<file path="src/rtl/voice_allocator.sv">
// Voice allocator: accepts MIDI note-on/note-off events and maps each one to a
// voice slot. Every accepted event triggers a sequential scan of all voices,
// one voice per cycle. The scan looks for two things: a voice already holding
// the note (match) and an idle voice (free). A one-cycle ISSUE strobe then
// reports the chosen target to the voice controller.
//
// Ports:
//   clk, reset             - system clock, asynchronous active-high reset
//   in_valid / in_ready    - event handshake (ready only while idle)
//   in_note_status         - 1 = note-on, 0 = note-off
//   in_midi_note           - 7-bit MIDI note number
//   in_velocity            - 7-bit velocity; a note-on at velocity 0 is a note-off
//   out_valid              - one-cycle strobe, no backpressure
//   out_note_status        - 1 = start voice, 0 = release voice
//   out_voice_index        - target voice, zero-extended to 8 bits
//   out_midi_note          - event note payload (held between strobes)
//   out_velocity           - event velocity payload (held between strobes)
//   active_mask            - bit i set while voice i holds a note
module voice_allocator #(
  parameter int NUM_VOICES = 8
) (
  input  logic                  clk,
  input  logic                  reset,
  input  logic                  in_valid,
  output logic                  in_ready,
  input  logic                  in_note_status,
  input  logic [6:0]            in_midi_note,
  input  logic [6:0]            in_velocity,
  output logic                  out_valid,
  output logic                  out_note_status,
  output logic [7:0]            out_voice_index,
  output logic [6:0]            out_midi_note,
  output logic [6:0]            out_velocity,
  output logic [NUM_VOICES-1:0] active_mask
);

  localparam int IW = $clog2(NUM_VOICES);
  localparam logic [IW-1:0] LAST = IW'(NUM_VOICES - 1);

  typedef enum logic [1:0] {IDLE, SCAN, ISSUE} state_t;

  state_t          state, state_next;
  logic [IW-1:0]   scan_idx, match_idx, free_idx, steal_ptr;
  logic            have_match, have_free;
  logic            lat_on;
  logic [6:0]      lat_note, lat_vel;
  logic [6:0]      notes [NUM_VOICES];

  logic            last_scan, match_hit, free_hit, m_found, f_found;
  logic [IW-1:0]   m_idx, f_idx, target;

  always_ff @(posedge clk or posedge reset) begin
    if (reset) state <= IDLE;
    else       state <= state_next;
  end

  always_comb begin
    state_next = state;
    in_ready   = 1'b0;
    unique case (state)
      IDLE: begin
        in_ready = 1'b1;
        if (in_valid) state_next = SCAN;
      end
      SCAN:    if (scan_idx == LAST) state_next = ISSUE;
      ISSUE:   state_next = IDLE;
      default: state_next = IDLE;
    endcase
  end

  // The voice under examination in this cycle is folded in combinationally,
  // so the decision on the final scan cycle already includes the last voice.
  always_comb begin
    last_scan = (state == SCAN) && (scan_idx == LAST);
    match_hit = active_mask[scan_idx] && (notes[scan_idx] == lat_note);
    free_hit  = !active_mask[scan_idx];
    m_found   = have_match || match_hit;
    f_found   = have_free || free_hit;
    m_idx     = have_match ? match_idx : scan_idx;
    f_idx     = have_free ? free_idx : scan_idx;
    if (m_found)      target = m_idx;
    else if (f_found) target = f_idx;
    else              target = steal_ptr;
  end

  always_ff @(posedge clk or posedge reset) begin
    if (reset) begin
      out_valid       <= 1'b0;
      out_note_status <= 1'b0;
      out_voice_index <= '0;
      out_midi_note   <= '0;
      out_velocity    <= '0;
      active_mask     <= '0;
      steal_ptr       <= '0;
      scan_idx        <= '0;
      match_idx       <= '0;
      free_idx        <= '0;
      have_match      <= 1'b0;
      have_free       <= 1'b0;
      lat_on          <= 1'b0;
      lat_note        <= '0;
      lat_vel         <= '0;
      for (int unsigned i = 0; i < NUM_VOICES; i++) notes[i] <= '0;
    end else begin
      out_valid <= 1'b0;
      if (state == IDLE && in_valid) begin
        lat_on     <= in_note_status && (in_velocity != 7'd0);
        lat_note   <= in_midi_note;
        lat_vel    <= in_velocity;
        scan_idx   <= '0;
        have_match <= 1'b0;
        have_free  <= 1'b0;
      end
      if (state == SCAN) begin
        scan_idx <= scan_idx + IW'(1);
        if (!have_match && match_hit) begin
          have_match <= 1'b1;
          match_idx  <= scan_idx;
        end
        if (!have_free && free_hit) begin
          have_free <= 1'b1;
          free_idx  <= scan_idx;
        end
      end
      if (last_scan && (lat_on || m_found)) begin
        out_valid       <= 1'b1;
        out_note_status <= lat_on;
        out_voice_index <= {{(8 - IW){1'b0}}, (lat_on ? target : m_idx)};
        out_midi_note   <= lat_note;
        out_velocity    <= lat_vel;
        if (lat_on) begin
          active_mask[target] <= 1'b1;
          notes[target]       <= lat_note;
          if (!m_found && !f_found)
            steal_ptr <= (steal_ptr == LAST) ? '0 : steal_ptr + IW'(1);
        end else begin
          active_mask[m_idx] <= 1'b0;
        end
      end
    end
  end

endmodule

</file>
<file path="config.mk">
export PLATFORM = sky130hd
export DESIGN_NAME = voice_allocator
export DESIGN_NICKNAME = d
export VERILOG_FILES = /design/src/rtl/voice_allocator.sv
export SDC_FILE = /design/constraint.sdc
export NUM_CORES = 1
export LEC_CHECK = 0
export CORE_ASPECT_RATIO = 0.6
export CORE_MARGIN = 5
export CORE_UTILIZATION = 50
export DETAILED_ROUTE_END_ITERATION = 10
export HOLD_SLACK_MARGIN = 0.05
export PLACE_DENSITY = 0.73
export SLEW_MARGIN = 20
export SYNTH_ARGS = -nofsm -noshare
export SYNTH_HDL_FRONTEND = slang
export SYNTH_SLANG_ARGS = --single-unit
</file>
<file path="constraint.sdc">
create_clock -name clk -period 10.6 [get_ports clk]
set_clock_uncertainty 0.05 [all_clocks]
set_input_delay 2.65 -clock clk [delete_from_list [all_inputs] [get_ports clk]]
set_output_delay 2.65 -clock clk [all_outputs]
set_load 0.005 [all_outputs]
</file>
==> results of run 1 <==
==> worst max path at each step <==
stage               slack (ps)                    start                          to  depth (start not counted)
floorplan                 4880                    reset  active_mask[0]$_DFFE_PP0P_                          1
global placement          6030  scan_idx[1]$_DFFE_PP0P_       notes[38]$_DFFE_PP0P_                          9
detailed placement        6040  scan_idx[1]$_DFFE_PP0P_       notes[12]$_DFFE_PP0P_                          9
CTS                       6020  scan_idx[1]$_DFFE_PP0P_       notes[12]$_DFFE_PP0P_                          9
global route              5800  scan_idx[1]$_DFFE_PP0P_  active_mask[5]$_DFFE_PP0P_                          9
finish                    6120  scan_idx[1]$_DFFE_PP0P_  active_mask[5]$_DFFE_PP0P_                          9
==> synthesized netlist by cell type, types with 3 or more instances <==
master	number
nor3_1	4
o21ai_0	8
a22o_1	4
a21oi_1	4
nand2_1	67
mux4_1	4
mux2i_1	25
xor2_1	4
nor2_1	14
buf_6	7
nand3_1	3
o31ai_1	3
nand2b_1	5
mux4_2	9
ha_1	4
mux2_4	28
nor4_1	3
clkbuf_1	12
or3_1	3
dfrtp_1	114
a21o_1	4
o31a_1	4
inv_1	8
mux2_2	55
buf_4	7
nor2b_1	6
a22oi_1	5
buf_2	6
==> state kept, by name, indices dropped and copies added, names as in the netlist <==
signal           count
out_midi_note        7
free_idx             3
active_mask          8
notes               56
have_free            1
match_idx            3
out_valid            1
out_note_status      1
steal_ptr            3
out_velocity         7
lat_on               1
lat_note             7
lat_vel              7
have_match           1
out_voice_index      3
state                2
scan_idx             3
==> kinds of logic after synthesis <==
| group | count (synthesis) | share of synthesized area |
|---|---|---|
| AO/OA/AOI/OAI | 44 | 0.0564 |
| XOR/XNOR | 4 | 0.00617 |
| adder cells (fa/ha/maj) | 4 | 0.00881 |
| other | 1 | 0.000660 |
| buffers and inverters | 42 | 0.0449 |
| multiplexers | 121 | 0.281 |
| flip-flops | 114 | 0.502 |
| AND/OR/NAND/NOR | 119 | 0.0996 |
==> area by class of cell <==
| type | instances | share of cell area |
|---|---|---|
| Tap cell | 144 | 0.0269 |
| Inverter | 8 | 0.00486 |
| Clock inverter | 5 | 0.00785 |
| Clock buffer | 25 | 0.0741 |
| Multi-Input combinational cell | 297 | 0.388 |
| Sequential cell | 114 | 0.426 |
| Timing Repair Buffer | 49 | 0.0724 |
==> worst reg2reg max path: stages, from the launching register on <==
cell and delay, ps:
dfrtp_1 320, buf_4 330, mux4_1 630, mux2i_1 240, xor2_1 220, nand4_2 210
o31ai_2 900, o21a_1 760, nor3b_2 510, a22oi_1 150
==> power by group through the flow <==
stage                     clock (mW)  combinational, mW  sequential (mW)
after floorplan                    0              0.515            0.655
after global placement             0              0.644            0.712
after detailed placement           0              0.663            0.723
after CTS                      0.536              0.669            0.719
after global routing           0.558              0.726            0.744
final                          0.527              0.669            0.721
==> routing by layer <==
| layer | GRT usage | vias up |
|---|---|---|
| li1 | - | 1659 |
| met1 | 0.297 | 1870 |
| met2 | 0.293 | 141 |
| met3 | 0.0611 | 12 |
| met4 | 0.0566 | 0 |
| met5 | 0 | - |
==> per-stage QoR <==
stage,power (mW),setup WS (ps),instance area [sq um]
floorplan,1.17,4880,5700
global placement,1.36,6030,6130
detailed placement,1.39,6040,6140
CTS,1.92,6020,6680
global route,2.03,5800,6690
finish,1.92,6120,6690
==> results by group, run 1 <==
Power
  • Sequential share of power: 0.376
  • Max IR drop VDD: roughly 120 uV
  • Net Switching: between 0.6 and 0.7 mW
  • Sw frac: 0.335
  • P_int: ~1.3 mW
  • Pwr Density: 287 nW/um^2
  • Comb power frac: 0.349
  • Clock group share of total power: 0.275
  • Leakage: 3.18 nW

Timing
  • Pins Over Slew Limit: 0
  • Hold slack: 423 ps
  • Tcrit/Tclk final: 0.423
  • Setup TNS Final: 0 ps
  • Setup repair after global routing missed its margin: false
  • Max Clock Freq: about 0.22 GHz
  • Worst slew pin tran: between 900 and 1000 ps
  • Period minus WS final: between 4000 and 5000 ps
  • Final hold violations: 0
  • Setup violations, final: 0
  • Normalized max-slew margin: 0.338

Global route
  • Vias in the first global route: around 3800
  • Total grt overflow: 0
  • Largest net degree at the start of global routing: 85
  • Initial antenna violation count: 0
  • First-pass GRT wire length: ~21000 um
  • All-Layer GR Usage: 0.203

Worst hold path
  • Worst hold path class: flip-flop to flip-flop
  • Worst Hold Path Cells: 2
  • Hold Crit Start: lat_vel[6]$_DFFE_PP0P_
  • WHS Endpoint: lat_vel[6]$_DFFE_PP0P_

Critical path
  • Worst-path maximum fanout: 27
  • Critical Path Max Stage Delay: roughly 900 ps
  • Cells along the critical path: buf_4 > mux4_1 > mux2i_1 > xor2_1 > nand4_2 > o31ai_2 > o21a_1 > nor3b_2 > a22oi_1
  • Critical Path End Type: flip-flop
  • R2R cell count: 9
  • WP data required: roughly 11000 ps
  • FF-to-FF Start: scan_idx[1]$_DFFE_PP0P_
  • Slowest cell on crit path: o31ai_2
  • CP arrival: roughly 4700 ps
  • CP Class: flip-flop to flip-flop
  • Worst Path Buf+Inv: 1
  • R2r endpoint: active_mask[5]$_DFFE_PP0P_
  • Top delay family on crit path: compound AO/OA/AOI/OAI gates
  • Setup crit start kind: flip-flop
  • Flop2flop setup slack: a little over 6000 ps

Clock network
  • Clock tree sinks: 114
  • CTS tree: done
  • Clk slew on worst S/H paths: roughly 50 ps
  • H-tree Lvls: 4
  • Clk Latency, worst-skew pair: between 400 and 500 ps
  • TritonCTS Buffers: 17
  • Post-CTS Setup Bufs: 0
  • Clock tree buffer depth: 2
  • CTS Hold Bufs: 0
  • Root Driver: clkbuf_16
  • Cts repair resizes: 0

Synth
  • Synth Instances: around 450
  • Top-area cell type share of the netlist area: 0.502
  • Yosys Warn Count: 0
  • Seq/Total Area, Yosys: 0.502
  • Syn avg cell area: ~13 sq um
  • Number of synthesized flops with an enable pin: 0
  • Area contributors post-synth: dfrtp_1 (50%), mux2_2 (11%), mux2_4 (7.4%)
  • Synthesized flop and latch total: around 110
  • Cell taking the most area after synthesis: dfrtp_1
  • Post-synth ARST share: 1.00
  • Post-synthesis cell type count: between 50 and 60
  • Post-Syn Area: 5680 sq um
  • Primary FF master, synth: dfrtp_1

Place
  • Placed Cells: about 600
  • RD Place Congestion: roughly 0.85
  • PortBufs: 45
  • Dpl hpwl: between 8000 and 9000 um

Floorplanning
  • Row count: 30
  • IO Pins: just over 50
  • Die Ht: 92.6 um
  • Core footprint: about 11000 sq um
  • Starting Density: 0.506
  • Die Wd: 148 um
  • Die ar.: between 10000 and 15000 sq um

Cells and area
  • Fin util: 0.596
  • Area of the multi-input gates: around 2600 sq um
  • Syn-to-layout area delta: 17.8%
  • Layout fillers: around 860
  • Commonest non-fill, non-tap cell in the layout: dfrtp_1
  • Final std cells w/o fill: 642
  • Nets: approximately 500
  • Number of diodes: 0
  • Most frequent cells in the layout: dfrtp_1 (114), nand2_1 (67), mux2_2 (55)
  • Share of cells above drive strength 1: 0.265
  • Register area: around 2900 sq um

Detailed routing
  • Routed Antenna Nets: 0
  • Vias per cell: 5.74
  • Routed met3 length: between 1000 and 1500 um
  • Final WL: 12900 um
  • Wirelength per Cell: 20.2 um
  • Met2 wire length: around 5600 um
  • Initial drt markers: 300
  • WL met1: ~6200 um
  • Max Used Layer: met4
  • TritonRoute pass-1 iters: 5
  • Vias: 3682
  • DRC viols: 0

Outcome
  • Outcome: completed

Job
  • Max Cap Viol: 0
Note: power is estimated with default switching activity, not from simulation.
==> run 2: changes to the inputs <==
--- a/config.mk
+++ b/config.mk
@@ -10,7 +10,7 @@
 export CORE_UTILIZATION = 50
 export DETAILED_ROUTE_END_ITERATION = 10
 export HOLD_SLACK_MARGIN = 0.05
-export PLACE_DENSITY = 0.73
+export PLACE_DENSITY = 0.76
 export SLEW_MARGIN = 20
 export SYNTH_ARGS = -nofsm -noshare
 export SYNTH_HDL_FRONTEND = slang
==> constraint.sdc (replaced) <==
create_clock -name clk -period 4 [get_ports clk]
set_clock_uncertainty 0.05 [all_clocks]
set_input_delay 1 -clock clk [delete_from_list [all_inputs] [get_ports clk]]
set_output_delay 1 -clock clk [all_outputs]
set_load 0.005 [all_outputs]
==> run 2 against run 1 <==
Setup slack worse by 5800 ps. Sequential power rose to 2.7 times the previous value. Critical path depth unchanged. Largest power group unchanged. Wire length up 5.7%. Non-clock buffer count up 10. Total power rose to 2.8 times the previous value. Global-route usage up 0.99 points.
==> results by group, run 2 (synthesis results as in run 1) <==
Outcome
  • Outcome: completed

Clock network
  • Post-CTS Setup Bufs: 0
  • Cts repair resizes: 0
  • TritonCTS Buffers: 17
  • H-tree Lvls: 4
  • Clock tree buffer depth: 2
  • Clock tree sinks: 114
  • Root Driver: clkbuf_16
  • Clk slew on worst S/H paths: roughly 60 ps
  • Clk Latency, worst-skew pair: roughly 410 ps
  • CTS tree: done
  • CTS Hold Bufs: 0

Critical path
  • Flop2flop setup slack: approximately 280 ps
  • WP data required: 4250 ps
  • Slowest cell on crit path: mux4_1
  • Critical Path Max Stage Delay: 610 ps
  • Most used cell, CP: o31a_1
  • Worst-path maximum fanout: 11
  • Critical Path End Type: flip-flop
  • CP arrival: ~4000 ps
  • R2R cell count: 9
  • Cells along the critical path: mux4_1 > mux2i_1 > xor2_1 > nand4_2 > o31a_1 > o31a_1 > buf_4 > nand2b_1 > mux2_4
  • CP Class: flip-flop to flip-flop
  • Setup crit start kind: flip-flop
  • R2r endpoint: notes[17]$_DFFE_PP0P_
  • FF-to-FF Start: scan_idx[1]$_DFFE_PP0P_

Place
  • Cell area after placement: 6220 sq um
  • Dpl hpwl: about 9300 um
  • Pre-CTS setup slack: 223 ps
  • RD Place Congestion: roughly 0.95
  • PortBufs: between 40 and 50

Global route
  • Total grt overflow: 0
  • Largest net degree at the start of global routing: 115
  • First-pass GRT wire length: about 22000 um
  • Vias in the first global route: about 3900
  • Initial antenna violation count: 0
  • All-Layer GR Usage: 0.213

Cells and area
  • Register area: roughly 2900 sq um
  • Share of cells above drive strength 1: 0.290
  • Largest register by flop count: notes
  • Area of the multi-input gates: 2590 sq um
  • Layout fillers: between 800 and 900
  • Syn-to-layout area delta: 20.3%
  • Most frequent cells in the layout: dfrtp_1 (113), nand2_1 (67), mux2_2 (55)
  • Nets: 519
  • Largest register FFs: between 50 and 60
  • Design area: 6830 sq um
  • Number of diodes: 0
  • Commonest non-fill, non-tap cell in the layout: dfrtp_1
  • Fin util: 0.609
  • Largest registers: notes: 56 flops, active_mask: 8 flops

Worst hold path
  • Worst hold path class: flip-flop to flip-flop
  • WHS Endpoint: lat_vel[4]$_DFFE_PP0P_
  • Hold Crit Start: lat_vel[4]$_DFFE_PP0P_
  • Worst Hold Path Cells: 2

Timing
  • Period minus WS final: about 3700 ps
  • Worst slew pin tran: roughly 740 ps
  • Final hold violations: 0
  • Normalized max-slew margin: 0.504
  • Max Clock Freq: ~0.27 GHz
  • Tcrit/Tclk final: 0.930
  • Post-route setup slack: around 280 ps
  • Pins Over Slew Limit: 0
  • Setup TNS Final: 0 ps
  • Setup repair after global routing missed its margin: false
  • Setup violations, final: 0

Detailed routing
  • Routed Antenna Nets: 0
  • DRC viols: 0
  • Vias: just under 4000
  • TritonRoute pass-1 iters: 4
  • Final WL: 13700 um
  • Vias per cell: ~5.9
  • Initial drt markers: between 300 and 400
  • Wirelength per Cell: 20.9 um

Floorplanning
  • Die ar.: roughly 14000 sq um
  • Die Wd: around 150 um
  • Core footprint: between 10000 and 15000 sq um
  • IO Pins: between 50 and 60
  • Row count: 30
  • Die Ht: around 93 um
  • Starting Density: 0.506

Job
  • Max Cap Viol: 0

Power
  • Leakage: about 3.2 nW
  • Max IR drop VDD: slightly below 400 uV
  • Pwr Density: between 700 and 800 nW/um^2
## run 2: changes by cell type in the layout (fill, tap and decap cells not counted), sizes merged
cell,previous run,this run
buf,4,14
bufinv,1,3
clkbuf,25,19
clkinv,3,4
clkinvlp,1,6
## run 2: worst max path at each step
stage | from | to | slack (ps) | cells after the start
finish | scan_idx[1]$_DFFE_PP0P_ | notes[17]$_DFFE_PP0P_ | 280 | 9
global placement | scan_idx[1]$_DFFE_PP0P_ | notes[43]$_DFFE_PP0P_ | 350 | 9
detailed placement | scan_idx[1]$_DFFE_PP0P_ | notes[17]$_DFFE_PP0P_ | 220 | 9
global route | scan_idx[1]$_DFFE_PP0P_ | notes[45]$_DFFE_PP0P_ | 120 | 9
floorplan | scan_idx[1]$_DFFE_PP0P_ | notes[10]$_DFFE_PP0P_ | 850 | 12
CTS | scan_idx[1]$_DFFE_PP0P_ | notes[38]$_DFFE_PP0P_ | 70 | 9
## run 2: stage by stage
step / hold WS (ps) / power, mW / cells
after detailed placement: 409 / 3.77 / 622
after global placement: 402 / 3.68 / 622
final: 424 / 5.33 / 654
after global routing: 453 / 5.61 / 654
after floorplan: 390 / 3.10 / 453
after CTS: 425 / 5.33 / 654
## run 2: layout make-up
cell class,count,area share
repair buffers,59,0.0832
well taps,144,0.0264
multi-input cells,297,0.379
flip-flops and latches,114,0.418
clock buffers,19,0.0648
inverters,8,0.00495
clock inverters,13,0.0234
## run 2: routing by layer
metal,up-vias,track usage,routed length (um)
li1,1688,-,-
met1,1975,0.332,6630
met2,180,0.281,5620
met3,15,0.0631,1250
met4,0,0.0690,172
met5,-,0,0
## run 2: where the power goes
part	leakage [nW]	internal (mW)	switching, mW
clock	0.281	0.993	0.544
sequential	1.53	1.54	0.442
combinational	1.43	0.990	0.828
total	3.24	3.52	1.81
## run 2: worst max-delay path, delay by kind of cell (launching register included)
kind | cells | cell delay [ps]
mux | 3 | 1260
simple gates | 2 | 660
compound gates | 2 | 660
flops | 1 | 530
xor+xnor | 1 | 250
buf+inv | 1 | 190
==> run 3: changes to the inputs <==
--- a/config.mk
+++ b/config.mk
@@ -5,6 +5,7 @@
 export SDC_FILE = /design/constraint.sdc
 export NUM_CORES = 1
 export LEC_CHECK = 0
+export CAP_MARGIN = 10
 export CORE_ASPECT_RATIO = 0.6
 export CORE_MARGIN = 5
 export CORE_UTILIZATION = 50
==> results of run 3 <==
No change in the layout: final DEF, timing and power equal those of run 2.
